<file path="src/rtl/display_driver_bcm.sv">
// display_driver_bcm: HUB75 panel driver using binary code modulation.
// Planes are shown LSB first; the next plane is shifted while the current
// one is lit. Define DISPLAY_DRIVER_BRIGHTNESS_EN to add a global brightness
// input that shortens the oe-high time of every plane.
module display_driver_bcm #(
    parameter int segments    = 1,
    parameter int rows        = 8,
    parameter int columns     = 32,
    parameter int bitwidth    = 8,
    parameter int base_cycles = 1
) (
    input  logic                       clk,
    input  logic                       rst,
`ifdef DISPLAY_DRIVER_BRIGHTNESS_EN
    input  logic [7:0]                 brightness,
`endif
    output logic                       frame_complete,
    output logic [$clog2(rows)-1:0]    row,
    output logic [$clog2(columns)-1:0] column,
    input  logic [24*segments-1:0]     pixel,
    output logic [$clog2(rows)-1:0]    panel_row,
    output logic [3*segments-1:0]      rgb,
    output logic                       oe,
    output logic                       lat,
    output logic                       oclk
);

    localparam int RW        = $clog2(rows);
    localparam int CW        = $clog2(columns);
    localparam int PW        = (bitwidth > 1) ? $clog2(bitwidth) : 1;
    localparam int RGB_W     = 3 * segments;
    localparam int SHIFT_LEN = 2 * columns + 1;
    localparam int MAX_DISP  = base_cycles << (bitwidth - 1);
    localparam int CNT_MAX   = (MAX_DISP > SHIFT_LEN) ? MAX_DISP : SHIFT_LEN;
    localparam int CNT_W     = $clog2(CNT_MAX + 1);
    localparam logic [2:0] BIT_OFS = 3'(8 - bitwidth);

    typedef enum logic [1:0] {FILL, LATCH, DISPLAY} state_t;

    state_t           state, nxt_state;
    logic [CNT_W-1:0] cnt, nxt_cnt;
    logic [PW-1:0]    sh_plane, disp_plane;
    logic [CNT_W-1:0] disp_len, slot_last, on_time;
    logic             cur_shift, nxt_shift;
`ifdef DISPLAY_DRIVER_BRIGHTNESS_EN
    logic [7:0]       br_q;
`endif

    // Display length of plane p before any brightness scaling.
    function automatic logic [CNT_W-1:0] plane_cycles(input logic [PW-1:0] p);
        return CNT_W'(base_cycles) << p;
    endfunction

`ifdef DISPLAY_DRIVER_BRIGHTNESS_EN
    // (d * (br + 1)) >> 8; never exceeds d, so truncation to CNT_W is safe.
    function automatic logic [CNT_W-1:0] scale_on(input logic [CNT_W-1:0] d,
                                                  input logic [7:0] br);
        logic [CNT_W+8:0] prod;
        prod = (CNT_W+9)'(d) * (CNT_W+9)'({1'b0, br} + 9'd1);
        return CNT_W'(prod >> 8);
    endfunction
`endif

    // Pick the plane bit of every channel of every segment.
    function automatic logic [RGB_W-1:0] plane_bits(input logic [24*segments-1:0] px,
                                                    input logic [PW-1:0] p);
        logic [23:0]      seg;
        logic [2:0]       idx;
        logic [RGB_W-1:0] res;
        idx = BIT_OFS + 3'(p);
        res = '0;
        for (int s = 0; s < segments; s++) begin
            seg = 24'(px >> (24 * s));
            res = res | (RGB_W'({seg[16 + idx], seg[8 + idx], seg[idx]}) << (3 * s));
        end
        return res;
    endfunction

    // Slot timing of the displayed plane and sequencer next state.
    always_comb begin
        disp_len  = plane_cycles(disp_plane);
        slot_last = ((disp_len > CNT_W'(SHIFT_LEN)) ? disp_len : CNT_W'(SHIFT_LEN)) - CNT_W'(1);
`ifdef DISPLAY_DRIVER_BRIGHTNESS_EN
        // The brightness sampled in the frame_complete cycle already governs the
        // first slot of the new frame.
        on_time   = scale_on(disp_len, frame_complete ? brightness : br_q);
`else
        on_time   = disp_len;
`endif
        nxt_state = state;
        nxt_cnt   = cnt + CNT_W'(1);
        case (state)
            FILL: begin
                if (cnt == CNT_W'(SHIFT_LEN - 1)) begin
                    nxt_state = LATCH;
                    nxt_cnt   = '0;
                end
            end
            LATCH: begin
                nxt_state = DISPLAY;
                nxt_cnt   = '0;
            end
            DISPLAY: begin
                if (cnt == slot_last) begin
                    nxt_state = LATCH;
                    nxt_cnt   = '0;
                end
            end
            default: begin
                nxt_state = FILL;
                nxt_cnt   = '0;
            end
        endcase
        cur_shift = (state == FILL) || (state == DISPLAY && cnt <= CNT_W'(2 * columns));
        nxt_shift = (nxt_state == FILL) ||
                    (nxt_state == DISPLAY && nxt_cnt <= CNT_W'(2 * columns));
    end

    // Sequencer state, shift slot bookkeeping and registered panel outputs.
    // The read column leads the shift index by one cycle so the returned pixel
    // can be registered onto rgb one cycle before the matching oclk rise.
    always_ff @(posedge clk) begin
        if (rst) begin
            state          <= FILL;
            cnt            <= '0;
            sh_plane       <= '0;
            disp_plane     <= '0;
            row            <= '0;
            column         <= '0;
            panel_row      <= '0;
            rgb            <= '0;
            oe             <= 1'b0;
            lat            <= 1'b0;
            oclk           <= 1'b0;
            frame_complete <= 1'b0;
`ifdef DISPLAY_DRIVER_BRIGHTNESS_EN
            br_q           <= brightness;
`endif
        end else begin
            state <= nxt_state;
            cnt   <= nxt_cnt;
            lat   <= (nxt_state == LATCH);
            oe    <= (nxt_state == DISPLAY) && (nxt_cnt < on_time);
            oclk  <= nxt_shift && !nxt_cnt[0] && (nxt_cnt != '0);
            frame_complete <= (state == DISPLAY) && (nxt_state == LATCH) &&
                              (panel_row == RW'(rows - 1)) &&
                              (disp_plane == PW'(bitwidth - 1));
`ifdef DISPLAY_DRIVER_BRIGHTNESS_EN
            if (frame_complete)
                br_q <= brightness;
`endif
            if (nxt_shift && nxt_cnt[0])
                column <= (column == CW'(columns - 1)) ? '0 : column + CW'(1);
            if (cur_shift && !cnt[0] && cnt != CNT_W'(2 * columns))
                rgb <= plane_bits(pixel, sh_plane);
            // Entering LATCH: show the just-shifted plane, point reads at the next one.
            if (nxt_state == LATCH && state != LATCH) begin
                panel_row  <= row;
                disp_plane <= sh_plane;
                if (sh_plane == PW'(bitwidth - 1)) begin
                    sh_plane <= '0;
                    row      <= (row == RW'(rows - 1)) ? '0 : row + RW'(1);
                end else begin
                    sh_plane <= sh_plane + PW'(1);
                end
            end
        end
    end

endmodule

</file>
<file path="config.mk">
export PLATFORM = sky130hd
export DESIGN_NAME = display_driver_bcm
export DESIGN_NICKNAME = d
export VERILOG_FILES = /design/src/rtl/display_driver_bcm.sv
export SDC_FILE = /design/constraint.sdc
export NUM_CORES = 1
export LEC_CHECK = 0
export CAP_MARGIN = 20
export CORE_MARGIN = 3
export CORE_UTILIZATION = 38
export CTS_CLUSTER_DIAMETER = 200
export CTS_CLUSTER_SIZE = 28
export DETAILED_ROUTE_END_ITERATION = 10
export SLEW_MARGIN = 20
export SYNTH_ARGS = -nofsm -noshare
export SYNTH_HDL_FRONTEND = slang
export SYNTH_SLANG_ARGS = --single-unit
</file>
<file path="constraint.sdc">
create_clock -name clk -period 6 [get_ports clk]
set_input_delay 0.9 -clock clk [delete_from_list [all_inputs] [get_ports clk]]
set_output_delay 0.9 -clock clk [all_outputs]
set_load 0.02 [all_outputs]
</file>
==> metrics, run 1 <==
CP arrival=3.52 ns; vias in the first global route=1795; Hold Buf Count CTS=0; Worst Path Buf+Inv=1; clock sink count=34; critical path class=flop to flop; minimum clock period after layout=3.29 ns; P per Cell Area=190 nW/µm²; number of vias per cell=5.58; critical path launch point type=flop; status=complete, no violations; vias=1925; Die Ht=82.0 µm; crit-path max FO=12; Post-synth top flop=dfxtp_1; first-pass iteration count of the detailed router=4; CTS root buf=clkbuf_8; Clock Latency Late Sink=0.28 ns; period utilization=54.9%; Final ANT Viol Nets=0; fmax=304 MHz; row cnt=27; endpoints failing setup=0; CP Cell Sequence=nand3_2, inv_1, ha_1, xor2_1, o2111ai_1, o21a_2, nand2b_1, nor2_1, ha_1, a21oi_1, o22ai_1, o21ai_0, o21ai_1, o2111ai_1, o311a_1; Port Buffers=43; DP Area=2600 µm²; max-slew violation count=0; Critical Path Sink Type=flop; Fin Setup TNS=0 ns; Final Wtd Congestion=0.828; gr ovfl total=0; post-route cell area=2710 µm²; first-pass GRT wire length=8450 µm; area grow syn2layout=23.5%; H-tree depth=2; initial core utilization=39.6%; DP Wirelength=3680 µm; worst-case vdd ir drop=0.000113 V; area of the mapped netlist=2190 µm²; TritonCTS clock tree=built; Netlist cell types=58; FILL cells=558; CP peak stage delay=0.46 ns; # diodes=0; delay-heaviest family, CP=compound AO/OA/AOI/OAI gates; total die area=6720 µm²; Mapped Cells=240; DRC=0; Seq/Total Area, Yosys=31.1%; Seq cells post-synth=34; routed len/inst=14.4 µm; Final nets=313; Hold Path Class=flop to flop; syn_nets=281; max-cap viol count=0; CTS max path bufs=2; total wire length=4980 µm; mean area per synthesized cell=9.13 µm²; worst slew pin tran=1.03 ns; largest net degree at the start of global routing=27; antenna violations before repair=0; final hold violation count=0; die width=82.0 µm; Slowest-stage cell, CP=dfxtp_1; share of layout cells above drive strength 1=13.6%; CTS Buf Count=5; PostCTS Resize Cnt=0; Setup Buffers After CTS=0; Yosys warning count=0; I/O pin cnt=44; unrepaired setup endpoints after global routing=no; Clock Skews=0.00357 ns; Rel. slew slack=30.8%; CP required=6.23 ns; Starting DRT DRC Count=81; ys async rst share=0%; GRT Total Usage=16.0%; Clk pin slew, worst setup/hold paths=0.07 ns; core area=5540 µm²; Leak=0.976 nW; Post-synth EDFFs=0
## final timing paths
| path | slack, ns | end | depth (start not counted) | startpoint |
|---|---|---|---|---|
| min | 0.49 | rgb[1]$_SDFFE_PP0P_ | 2 | rgb[1]$_SDFFE_PP0P_ |
| min reg2reg | 0.49 | rgb[1]$_SDFFE_PP0P_ | 2 | rgb[1]$_SDFFE_PP0P_ |
| max | 2.71 | oe$_SDFF_PP0_ | 15 | disp_plane[0]$_SDFFE_PP0N_ |
| max reg2reg | 2.71 | oe$_SDFF_PP0_ | 15 | disp_plane[0]$_SDFFE_PP0N_ |
## kinds of logic after synthesis
kind of cell / share of synthesized area [%]
compound gates: 16.8
xor+xnor: 3.88
fa+ha+maj: 8.56
buf+inv: 6.22
flops: 31.1
mux: 9.99
other cells: 0.171
simple gates: 23.3
## where the power goes
part	switching, W	internal, W	total, W
Combinational	0.0000319	0.0000391	0.0000710
Sequential	0.00000781	0.000231	0.000238
Clock	0.0000837	0.000122	0.000206
Total	0.000123	0.000392	0.000515
## tightest hold or removal path: stages, from the launching register on
cell	delay, ns
dfxtp_1	0.33
a21oi_1	0.06
nor2_1	0.07
## per-layer routing
metal,routed length [µm],vias up,GRT usage (%)
met4,51,0,4.49
li1,-,947,-
met2,2360,53,25.8
met3,291,5,4.28
met5,0,-,0
met1,2280,920,21.1
## cells in the final DEF (no fill, tap or decap), types with 2 or more instances in the layout
master and n:
nand4b_1 3, mux4_2 6, nor4b_1 2, nand4_1 5, nor3_2 4, inv_1 6
clkbuf_8 5, nand3b_1 5, a21oi_1 19, and3_1 4, xor2_1 3, mux2i_1 5
nand3_1 9, clkdlybuf4s50_1 43, nor3_1 5, a31oi_1 3, o21ai_0 12, a21bo_2 3
dfxtp_1 34, ha_1 15, clkinv_2 2, nand2_1 10, o2111ai_1 2, or3b_2 3
xnor2_1 3, o21ai_1 2, nor2_1 29, nand2b_1 2
## registers in the layout (all words and copies together) (netlist names)
| register | cells |
|---|---|
| oe | 1 |
| panel_row | 3 |
| oclk | 1 |
| lat | 1 |
| row | 3 |
| sh_plane | 3 |
| frame_complete | 1 |
| state | 2 |
| column | 5 |
| disp_plane | 3 |
| cnt | 8 |
| rgb | 3 |
## layout make-up
class                           count  area (µm²)  area share, %
Multi-Input combinational cell    182        1380           50.8
Clock inverter                      3        40.0           1.48
Inverter                            6        22.5          0.832
Clock buffer                        5        68.8           2.54
Timing Repair Buffer               43         430           15.9
Tap cell                           72        90.1           3.33
Sequential cell                    34         681           25.1
## through the flow
step | setup WS (ns) | std cells | hold WS (ns) | util (%) | total power, W
global placement | 2.87 | 337 | 0.465 | 46.9 | 0.000314
floorplan | 3.12 | 240 | 0.535 | - | 0.000286
global route | 2.38 | 345 | 0.521 | 48.9 | 0.000540
detailed placement | 2.75 | 337 | 0.481 | 46.9 | 0.000315
finish | 2.71 | 345 | 0.493 | 48.9 | 0.000515
CTS | 2.69 | 345 | 0.501 | 48.9 | 0.000521
## synthesized netlist by cell type (6+ instances only)
cell type / instances / area (µm²)
nand2_1: 10 / 37.5
ha_1: 15 / 188
nand3_1: 9 / 45.0
dfxtp_1: 34 / 681
clkbuf_1: 7 / 26.3
nor2_1: 29 / 109
mux4_2: 6 / 135
a21oi_1: 19 / 95.1
inv_1: 6 / 22.5
o21ai_0: 12 / 60.1
Power figures use the tool's default switching activity.
==> run 2, diff against run 1 <==
- clock period: 6 -> 2.72 ns (I/O delays scaled with it)
==> metrics, run 2 (synthesis gave the netlist of run 1 again) <==
status=complete, no violations; Final nets=339 (+8.3%); period utilization=97.1% (+42 points); Critical Path Sink Type=flop; initial core utilization=39.6% (unchanged); GRT Total Usage=16.0% (-0.022 points); total wire length=5470 µm (+9.8%); DRC=0 (unchanged); crit path launch=disp_plane[1]$_SDFFE_PP0N_; CTS max path bufs=2 (unchanged); vias in the first global route=1848 (+3.0%); crit-path max FO=4 (-8); max FFs per register=8 (unchanged); area grow syn2layout=38.1%; Largest regs=cnt: 8 flops, column: 5 flops; Hold Buf Count CTS=0 (unchanged); TritonCTS clock tree=built; CP arrival=2.88 ns (-0.64 ns); Final ANT Viol Nets=0 (unchanged); fmax=379 MHz (+25%); PnR worst setup slack=0.0799 ns (-2.63 ns); routed len/inst=14.7 µm (+2.1%); Clk pin slew, worst setup/hold paths=0.07 ns (about the same); final hold violation count=0 (unchanged); Critical R2R Launch=disp_plane[1]$_SDFFE_PP0N_; vias=2031 (+5.5%); total die area=6720 µm² (unchanged); Clock Latency Late Sink=0.29 ns (about the same); max-cap viol count=0 (unchanged); minimum clock period after layout=2.64 ns (-0.653 ns); endpoints failing setup=0 (unchanged); Final Wtd Congestion=0.811 (-2.1%); largest net degree at the start of global routing=19 (-30%); DP Wirelength=3950 µm (+7.1%); Rel. slew slack=66.7% (+36 points); Clock Skews=0.00494 ns (+0.00136 ns); Starting DRT DRC Count=87 (+7.4%); gr ovfl total=0 (unchanged); post-layout util=54.7% (+5.8 points); critical path launch point type=flop; Hold Path Class=flop to flop; first-pass iteration count of the detailed router=4 (unchanged); # diodes=0 (unchanged); antenna violations before repair=0 (unchanged); I/O pin cnt=44 (unchanged); H-tree depth=2 (unchanged); most common cell after layout, fill and taps aside=clkdlybuf4s50_1; hold_sp=row[1]$_SDFFE_PP0P_; Place WS=-0.0520 ns (-2.80 ns); worst slew pin tran=0.499 ns (-0.536 ns); largest reg by FF count=cnt; CP required=2.96 ns (-3.27 ns); clock sink count=34 (unchanged); Leak=1.11 nW (+14%); Fin Setup TNS=0 ns (unchanged); Tot Pwr=0.00113 W (+120%); max-slew violation count=0 (unchanged); Die Ht=82.0 µm (unchanged); die width=82.0 µm (unchanged); row cnt=27 (unchanged); number of vias per cell=5.47 (-1.9%); share of layout cells above drive strength 1=28.4% (+15 points); worst-case vdd ir drop=0.000204 V (+81%); CTS Buf Count=5 (unchanged); FILL cells=532 (-4.7%); CTS root buf=clkbuf_8; core area=5540 µm² (unchanged); P per Cell Area=373 nW/µm² (+96%); Port Buffers=43 (unchanged); Final Hold Slack=0.490 ns (-0.00357 ns); first-pass GRT wire length=8320 µm (-1.5%); critical path class=flop to flop; most frequent cells in the layout=clkdlybuf4s50_1, dfxtp_1, nor2_1
[run 2: cell count changes in the layout (fill, tap and decap cells not counted), moves of 3 or more]
cell | previous run | this run
nor2_1 | 29 | 26
ha_1 | 15 | 11
buf_4 | 0 | 24
nor2_2 | 0 | 3
ha_4 | 0 | 4
dfxtp_1 | 34 | 31
[run 2: repair_timing]
item                                    CTS  global route
endpoints found under the setup margin    1             1
buffers inserted                          2             8
endpoints found under the hold margin     0             0
pin swaps                                 2            15
gates resized for setup                   2            19
[run 2: per-stage QoR]
stage	cell area (µm²)	cells
2_1_floorplan	2210	240
3_3_place_gp	2730	353
3_5_place_dp	2730	353
4_1_cts	2850	363
5_1_grt	3030	371
6_report	3030	371
[run 2: final cells by class]
cell class,instances,area [µm²],area share (%)
clock buffers,6,82.6,2.73
flip-flops and latches,34,687,22.7
multi-input cells,182,1500,49.5
clock inverters,2,12.5,0.413
inverters,6,22.5,0.744
repair buffers,69,633,20.9
well taps,72,90.1,2.98
[run 2: worst max-delay path, stage by stage, from the launching register on]
cell       delay (ns)
dfxtp_2          0.34
nand3_4          0.08
inv_2            0.05
ha_4             0.26
xor2_2           0.17
o2111ai_2        0.13
o21a_2           0.26
nand2b_4         0.10
nor2_2           0.06
ha_4             0.24
a21oi_2          0.17
o22ai_2          0.10
o21ai_2          0.15
o21ai_2          0.09
o2111ai_1        0.21
o311a_1          0.18
[run 2: routing by layer]
metal | vias up | global-route usage [%] | part of all wire (%)
li1 | 1000 | - | -
met5 | - | 0 | 0
met2 | 60 | 25.4 | 48
met3 | 8 | 4.28 | 5.9
met4 | 0 | 6.81 | 1.7
met1 | 963 | 20.4 | 45
[run 2: power by group]
part | internal [W] | switching, W | total [W]
sequential | 0.000508 | 0.0000121 | 0.000520
clock | 0.000203 | 0.000193 | 0.000397
combinational | 0.000118 | 0.0000958 | 0.000213
[run 2: worst paths after layout]
| kind | to | slack (ns) | depth (start not counted) |
|---|---|---|---|
| max | oe$_SDFF_PP0_ | 0.08 | 15 |
| min | panel_row[1]$_SDFFE_PP0N_ | 0.49 | 2 |
| max reg2reg | oe$_SDFF_PP0_ | 0.08 | 15 |
| min reg2reg | panel_row[1]$_SDFFE_PP0N_ | 0.49 | 2 |
==> run 3, diff against run 2 <==
- ABC_AREA: not set -> 1
- DONT_BUFFER_PORTS: not set -> 1
- MAX_ROUTING_LAYER: not set -> met4
==> metrics, run 3 <==
post-synthesis mux area share=2.25% (-7.7 points); largest reg by FF count=cnt; XOR/XNOR Fraction of Synth Area=1.58% (-2.3 points); Final Wtd Congestion=0.866 (+6.8%); Netlist cell types=39 (-33%); FILL cells=604 (+14%); number of vias per cell=5.03 (-8.2%); I/O pin cnt=44 (unchanged); CP required=2.95 ns (about the same); Synth Area in Adders=8.46% (-0.11 points); Post-synth EDFFs=0 (unchanged); top cell type by total area after synthesis=dfxtp_1; Leak=1.10 nW (-0.86%); initial core utilization=39.8% (+0.25 points); max-cap viol count=0 (unchanged); FF-to-FF setup slack=0.30 ns (+0.22 ns); Port Buffers=0 (-100%); R2R depth=17 (+2); largest net degree at the start of global routing=25 (+6); Rel. slew slack=62.7% (-4.1 points); die width=82.4 µm (+0.58%); Fin Setup TNS=0 ns (unchanged); syn_nets=358 (+27%); max FFs per register=8 (unchanged); Yosys warning count=0 (unchanged); total die area=6790 µm² (+1.2%); Internal Power=0.000844 W (+1.8%); worst slew pin tran=0.559 ns (+0.0607 ns); Psw=0.000265 W (-12%); Final ANT Viol Nets=0 (unchanged); Worst Hold Depth=1 (-1); switch share=23.9% (-2.7 points); share of layout cells above drive strength 1=12.6% (-16 points); unrepaired setup endpoints after global routing=no; Critical R2R Launch=disp_plane[1]$_SDFFE_PP0N_; row cnt=27 (unchanged); Starting DRT DRC Count=101 (+16%); P per Cell Area=461 nW/µm² (+24%); first-pass iteration count of the detailed router=4 (unchanged); status=complete, no violations; minimum clock period after layout=2.42 ns (-0.215 ns); # diodes=0 (unchanged); Reg-to-Reg End=oe$_SDFF_PP0_; area grow syn2layout=8.40%; multi-input logic area=1320 µm² (-12%); CP peak stage delay=0.36 ns (+0.02 ns); Clk pwr share=43.0% (+7.9 points); CP arrival=2.65 ns (-0.23 ns); Yosys top cell area share=30.7% (-0.39 points); DP Wirelength=3830 µm (-2.9%); Hold Path Class=primary input to flop; fmax=412 MHz (+8.9%); vias in the first global route=1878 (+1.6%); clock sink count=34 (unchanged); crit path launch=disp_plane[1]$_SDFFE_PP0N_; most common cell in the netlist=nand2_1; most common cell after layout, fill and taps aside=nand2_1; Seq/Total Area, Yosys=30.7% (-0.39 points); Die Ht=82.4 µm (+0.58%); Largest regs=cnt: 8 flops, column: 5 flops; largest family of logic cells by synthesized area=simple AND/OR/NAND/NOR gates; Place WS=0.119 ns (+0.171 ns); period utilization=89.1% (-7.9 points); cells taking the most area after synthesis=dfxtp_1, nand2_1, ha_1; crit path to=oe$_SDFF_PP0_; crit-path max FO=11 (+7); area occupied by registers=683 µm² (-0.55%); Clk pin slew, worst setup/hold paths=0.07 ns (about the same); antenna violations before repair=0 (unchanged); vias=1955 (-3.7%); core area=5570 µm² (+0.61%); GRT Total Usage=17.0% (+0.94 points); H-tree depth=2 (unchanged); Post-Synth Simple-Gate Area=32.7% (+9.4 points); Mapped Cells=317 (+32%); CP Cell Sequence=nand3_2, clkinv_2, ha_1, inv_1, nand2_1, nand2_1, nor2_2, nand4_4, nand2_2, nand2_4, nand2_2, inv_1, ha_1, a21o_1, nor2_1, nand3_1, nor2_1; Clock Latency Late Sink=0.28 ns (about the same); most frequent cells in the layout=nand2_1, nor2_1, inv_1; first-pass GRT wire length=8690 µm (+4.4%); PnR worst setup slack=0.295 ns (+0.215 ns); total wire length=5050 µm (-7.6%); Seq cells post-synth=34 (unchanged); Hold Buf Count CTS=0 (unchanged); Final nets=358 (+5.6%); critical path class=flop to flop; endpoints failing setup=0 (unchanged); critical path launch point type=flop; CTS Buf Count=5 (unchanged); gr ovfl total=0 (unchanged); ys async rst share=0% (unchanged); Synth Area in Compound Gates=13.9% (-2.9 points); Logic pwr share=9.1% (-9.8 points); DRC=0 (unchanged); worst-case vdd ir drop=0.000392 V (+92%); CTS max path bufs=2 (unchanged); Post-synth top flop=dfxtp_1; CTS root buf=clkbuf_8; Slowest-stage cell, CP=dfxtp_2; mean area per synthesized cell=7.00 µm² (-23%); TritonCTS clock tree=built; Clock Skews=0.00406 ns (-0.000873 ns); area of the mapped netlist=2220 µm² (+1.3%); most frequent cells after synthesis=nand2_1, nor2_1, inv_1, dfxtp_1, nand3_1; Critical Path Sink Type=flop; register share of total power=47.9% (+1.9 points); routed len/inst=13.0 µm (-12%); final hold violation count=0 (unchanged); max-slew violation count=0 (unchanged)
-- run 3: cell types whose count changed after synthesis, moves of 4 or more --
cell,previous run,this run
o221ai_1,0,5
inv_2,0,5
a21oi_1,19,15
buf_2,5,1
nand2_1,10,54
nor2_1,29,44
nor3_2,4,0
nand2_2,0,7
nor3_1,5,11
mux4_2,6,0
nand3_1,9,21
and3_1,4,0
inv_1,6,41
-- run 3: what timing repair did --
| action | 4_1_cts | 5_1_grt |
|---|---|---|
| buffers inserted | 0 | 0 |
| endpoints found under the setup margin | 0 | 1 |
| gates resized for setup | 0 | 6 |
-- run 3: critical path: cells and delay by family (launching register included) --
kind / cells / cell delay, ns
compound gates: 1 / 0.18
fa+ha+maj: 2 / 0.59
flops: 1 / 0.36
buf+inv: 3 / 0.17
simple gates: 11 / 1.05
-- run 3: area by class of cell --
| type | instances | area share, % |
|---|---|---|
| tap | 72 | 3.74 |
| clock buffer | 6 | 3.43 |
| timing repair buffer | 2 | 0.624 |
| inverter | 48 | 7.54 |
| multi-input combinational | 226 | 55.0 |
| clock inverter | 1 | 1.25 |
| sequential | 34 | 28.4 |
-- run 3: through the flow --
stage               instance area (µm²)  hold slack [ns]  power, W  std cells  util [%]
floorplan                          2220            0.485  0.000627        317         -
finish                             2410            0.184   0.00111        389      43.2
global route                       2410            0.166   0.00116        389      43.2
detailed placement                 2280            0.479  0.000644        382      40.9
global placement                   2280            0.479  0.000643        382      40.9
CTS                                2390            0.169   0.00113        389      42.9
-- run 3: cell families after synthesis --
family	count (synthesis)
and+or+nand+nor	155
DFF	34
muxes	5
other	1
xor gates and xnor gates	4
buffers and inverters	57
AOI/OAI and AO/OA	46
adders and majority gates	15
-- run 3: power by group through the flow --
stage | sequential [W] | combinational, W | clock [W]
final | 0.000532 | 0.000101 | 0.000476
after global routing | 0.000534 | 0.000117 | 0.000510
after CTS | 0.000532 | 0.000101 | 0.000493
after detailed placement | 0.000543 | 0.000100 | 0
after global placement | 0.000544 | 0.0000997 | 0
after floorplan | 0.000540 | 0.0000877 | 0
-- run 3: worst min path at each step --
stage / start / endpoint / slack [ns]
finish: rst / column[2]$_SDFFE_PP0P_ / 0.18
CTS: rst / column[2]$_SDFFE_PP0P_ / 0.17
floorplan: rst / oclk$_SDFF_PP0_ / 0.49
detailed placement: rst / column[2]$_SDFFE_PP0P_ / 0.48
global route: rst / sh_plane[1]$_SDFFE_PP0N_ / 0.17
global placement: rst / column[2]$_SDFFE_PP0P_ / 0.48
-- run 3: per-layer routing --
| layer | share of wire (%) | wire [µm] | global-route usage [%] |
|---|---|---|---|
| met5 | 0 | 0 | - |
| met4 | 0.87 | 44 | 4.65 |
| met3 | 5.1 | 258 | 4.66 |
| met2 | 46 | 2340 | 26.5 |
| met1 | 48 | 2410 | 21.5 |
